**config.mk**
```make
export PLATFORM = sky130hd
export DESIGN_NAME = chooser_switch_sched
export DESIGN_NICKNAME = d
export VERILOG_FILES = /design/src/rtl/chooser_switch_sched.sv
export SDC_FILE = /design/constraint.sdc
export NUM_CORES = 1
export LEC_CHECK = 0
export CORE_AREA = 2 2 94 96
export CTS_CLUSTER_SIZE = 12
export DETAILED_ROUTE_END_ITERATION = 6
export DIE_AREA = 0 0 96 98
export GPL_TIMING_DRIVEN = 0
export PLACE_DENSITY_LB_ADDON = 0.08
export SYNTH_ARGS = -nofsm -noshare
export SYNTH_HDL_FRONTEND = slang
export SYNTH_SLANG_ARGS = --single-unit
```
**constraint.sdc**
```tcl
create_clock -name clk -period 2.5 [get_ports clk]
set_clock_uncertainty 0.2 [all_clocks]
set_input_delay 0.5 -clock clk [delete_from_list [all_inputs] [get_ports clk]]
set_output_delay 0.5 -clock clk [all_outputs]
set_load 0.01 [all_outputs]
```
**src/rtl/chooser_switch_sched.sv**
```systemverilog
// Round-robin scheduler sharing one ChooserSwitch64 datapath between two requesters.
// Optional WAIT timeout/abort is enabled by defining CHOOSER_SCHED_TIMEOUT_EN.
module chooser_switch_sched #(
    parameter int DATA_W      = 64,
    parameter int TIMEOUT_CYC = 16,
    parameter int CNT_W       = 5
) (
    input  logic              clk,
    input  logic              rst_user,
    input  logic              req1,
    input  logic              req2,
    output logic              beta_flag,
    output logic              sw_sta,
    input  logic              sw_done,
    input  logic [DATA_W-1:0] sw_dataout,
    output logic [DATA_W-1:0] result,
    output logic              result_valid,
    output logic              result_src,
    output logic              ack1,
    output logic              ack2,
    output logic              busy,
    output logic              timeout_err
);

    typedef enum logic [1:0] {IDLE, ISSUE, WAIT, DONE} state_t;

    state_t           state, state_nxt;
    logic             last_grant;
    logic [CNT_W-1:0] wait_cnt, wait_cnt_nxt;
    logic             grant, grant_id, capture;

    if (TIMEOUT_CYC > (1 << CNT_W) - 1) begin : g_bad_cnt_w
        $error("CNT_W too narrow to hold TIMEOUT_CYC");
    end

`ifdef CHOOSER_SCHED_TIMEOUT_EN
    localparam logic [CNT_W-1:0] TO_LAST = CNT_W'(TIMEOUT_CYC - 1);
    logic abort;
`endif

    always_ff @(posedge clk or posedge rst_user) begin
        if (rst_user) begin
            state    <= IDLE;
            wait_cnt <= '0;
        end else begin
            state    <= state_nxt;
            wait_cnt <= wait_cnt_nxt;
        end
    end

    always_comb begin
        state_nxt    = state;
        wait_cnt_nxt = wait_cnt;
        grant        = 1'b0;
        grant_id     = last_grant;
        capture      = 1'b0;
`ifdef CHOOSER_SCHED_TIMEOUT_EN
        abort        = 1'b0;
`endif
        case (state)
            IDLE: if (req1 || req2) begin
                grant     = 1'b1;
                // tie goes to whoever was not granted last
                grant_id  = (req1 && req2) ? ~last_grant : req2;
                state_nxt = ISSUE;
            end
            ISSUE: begin
                state_nxt    = WAIT;
                wait_cnt_nxt = '0;
            end
            WAIT: begin
                if (sw_done) begin
                    capture   = 1'b1;
                    state_nxt = DONE;
                end
`ifdef CHOOSER_SCHED_TIMEOUT_EN
                else if (wait_cnt == TO_LAST) begin
                    abort     = 1'b1;
                    state_nxt = DONE;
                end
`endif
                else if (wait_cnt != '1) begin
                    wait_cnt_nxt = wait_cnt + 1'b1;
                end
            end
            DONE:    state_nxt = IDLE;
            default: state_nxt = IDLE;
        endcase
    end

    // Every output is a flop fed from the FSM decisions above.
    always_ff @(posedge clk or posedge rst_user) begin
        if (rst_user) begin
            last_grant   <= 1'b1;
            beta_flag    <= 1'b0;
            sw_sta       <= 1'b0;
            result       <= '0;
            result_valid <= 1'b0;
            result_src   <= 1'b0;
            ack1         <= 1'b0;
            ack2         <= 1'b0;
            busy         <= 1'b0;
        end else begin
            sw_sta <= grant;
            if (grant) begin
                beta_flag  <= grant_id;
                last_grant <= grant_id;
            end
            result_valid <= capture;
            if (capture) begin
                result     <= sw_dataout;
                result_src <= beta_flag;
            end
            ack1 <= (state == WAIT) && (state_nxt == DONE) && !beta_flag;
            ack2 <= (state == WAIT) && (state_nxt == DONE) &&  beta_flag;
            busy <= (state_nxt != IDLE);
        end
    end

`ifdef CHOOSER_SCHED_TIMEOUT_EN
    always_ff @(posedge clk or posedge rst_user) begin
        if (rst_user)   timeout_err <= 1'b0;
        else if (abort) timeout_err <= 1'b1;
    end
`else
    assign timeout_err = 1'b0;
`endif

endmodule

```
==> results.ini <==
[cts]
cts_hold_buf=0
htreeDepth=3
clockBufferDepth=2
path_clk_slew_ps=70
clock_latency_ps=330
cts_tree=yes
clock_sinks=74
cts_root_buf=clkbuf_8
post_cts_buffers=0
cts_resized=0
numCtsBuffers=9

[timing]
drv_slew=0
finalCritPeriodShare=0.805
hold_violations=0
setup_viol=0
rsz0062_at_grt=false
setup_slack_ps=488
fin_tns_setup_ps=0
tightest_slew_ps=661
slew_headroom=0.553
fmax_ghz=0.497
post-route-min-period_ps=2010

[logic_synthesis]
synth.yosys.seq_area_share=0.618
async_flop_share=1.00
postSynthCellCount=170
syn-num-nets=242
syn_area_per_cell_sq_um=17.6
ys_seq_elements=74
synth_ff_type=dfrtp_1
yosysWarnings=0
ys_types=21
synth_area_sq_mm=0.00300
synth-edff-count=0

[grt]
grt_max_degree=33
grt_overflow=0
antenna_found_initial=0
grt_pass1_wl_um=10600
grt_pass1_vias=2105
grtUsageTotal=0.146

[detailed_routing]
drtIter0Drc=30
routed_wl_um=6530
firstDrtPassIters=4
drc=0
ant_nets=0
viasPerCell=4.45
num_vias=1937
avgRoutedWirePerCell_um=15.0

[die]
placementRows=34
die-area_sq_mm=0.00941
io_pins=141
initial_core_util=0.354
die_x_um=96
die_height_um=98
core_area_sq_mm=0.00847

[power_and_ir_drop]
power_density_mw_per_mm2=1250
leakage_nw=2.03
ir_worst_vdd_mv=0.602

[setup_path]
cp.required_ps=1800
cp_max_fo=5
path_buf_inv=1
cpMaxStageDelayCell=clkdlybuf4s50_1
start_kind=flip-flop
worstSetupPathType=flip-flop to output port
cp_cell_sequence=clkdlybuf4s50_1
rr_worst_depth=6
rrSetupSlack_ps=650
critPathMaxStageDelay_ps=570
crit_path_end_kind=output port
cp_data_arrival_time_ps=1310
r2r-start=state[0]
r2r-end=result[46]
crit_family=buffers and inverters

[run_status]
status=finished clean

[place]
gp_congestion=0.675
port_buffers=139
dp_worst_setup_slack_ps=361
hpwl_um=4820

[finish]
n_antenna_cell=0
layout-area-overhead-vs-synth_pct=58.3
nFillCells=724
drive_above_1_share=0.275
nNetsFinal=394

[min_path]
holdCritPathClass=input pin to asynchronous set/reset pin

[run]
drv_cap=0

==> cell families after synthesis <==
family | share of synthesized area
AO/OA/AOI/OAI | 0.0121
adder cells (fa/ha/maj) | 0.0125
buffers and inverters | 0.0442
flip-flops | 0.618
multiplexers | 0.293
other | 0.00125
AND/OR/NAND/NOR | 0.0192
==> metrics by stage <==
step | total power, mW | instance area (sq um) | cells | utilization | hold WS [ps]
after floorplan | 3.62 | 3000 | 170 | - | 304
final | 5.92 | 4750 | 435 | 0.561 | 292
after CTS | 6.02 | 4750 | 435 | 0.561 | 289
after detailed placement | 5.12 | 4570 | 419 | 0.540 | 294
after global routing | 6.32 | 4750 | 435 | 0.561 | 319
after global placement | 5.08 | 4530 | 417 | 0.535 | 289
==> how the worst max path moves through the flow <==
stage | from | to | cells past startpoint
2_1_floorplan | state[0] | result[18] | 6
3_3_place_gp | rst_user | result[21] | 2
3_5_place_dp | sw_done | result[46] | 5
4_1_cts | beta_flag | beta_flag | 1
5_1_grt | beta_flag | beta_flag | 1
6_report | beta_flag | beta_flag | 1
==> metal layers <==
layer	global-route usage	share of wire	vias to the layer above	wire, um
li1	-	-	894	-
met1	0.189	0.44	960	2880
met2	0.226	0.47	73	3080
met3	0.0556	0.066	10	434
met4	0.0473	0.021	0	138
met5	0	0	-	0
==> cell usage after synthesis (2+ instances only) <==
library cell / instances / area (sq um)
dfrtp_1: 73 / 1830
buf_4: 3 / 22.5
mux2_2: 26 / 293
buf_12: 4 / 80.1
nor3_1: 2 / 10.0
ha_1: 3 / 37.5
inv_1: 4 / 15.0
nor4b_1: 2 / 17.5
nand2_1: 3 / 11.3
mux2_4: 39 / 586
==> power by group <==
group          internal [mW]  switching (mW)
Clock                  0.460           0.403
Sequential              1.81           0.301
Combinational           1.95           0.995
==> state kept, by name, summed over array words and instances, names as in the netlist <==
| signal | flops |
|---|---|
| result | 64 |
| state | 2 |
| ack1 | 1 |
| ack2 | 1 |
| beta_flag | 1 |
| busy | 1 |
| last_grant | 1 |
| result_src | 1 |
| result_valid | 1 |
| sw_sta | 1 |
==> placed cells by master, fill, tap and decap left out, types with 3 or more instances in the layout <==
cell type and instances:
clkdlybuf4s50_1 139, dfrtp_1 73, mux2_4 39, mux2_2 26, clkbuf_8 9, buf_12 6, clkbuf_1 4, inv_1 3
nand2_1 3, buf_4 3, ha_1 3
==> final cells by class <==
cell class                      count  area (sq um)  share of cell area
Tap cell                          108           135              0.0285
Timing Repair Buffer              141          1430               0.301
Clock inverter                      3          40.0             0.00843
Clock buffer                       13           139              0.0292
Inverter                            4          18.8             0.00395
Buffer                              8           118              0.0248
Sequential cell                    74          1850               0.390
Multi-Input combinational cell     84          1010               0.213
Power figures use the tool's default switching activity.
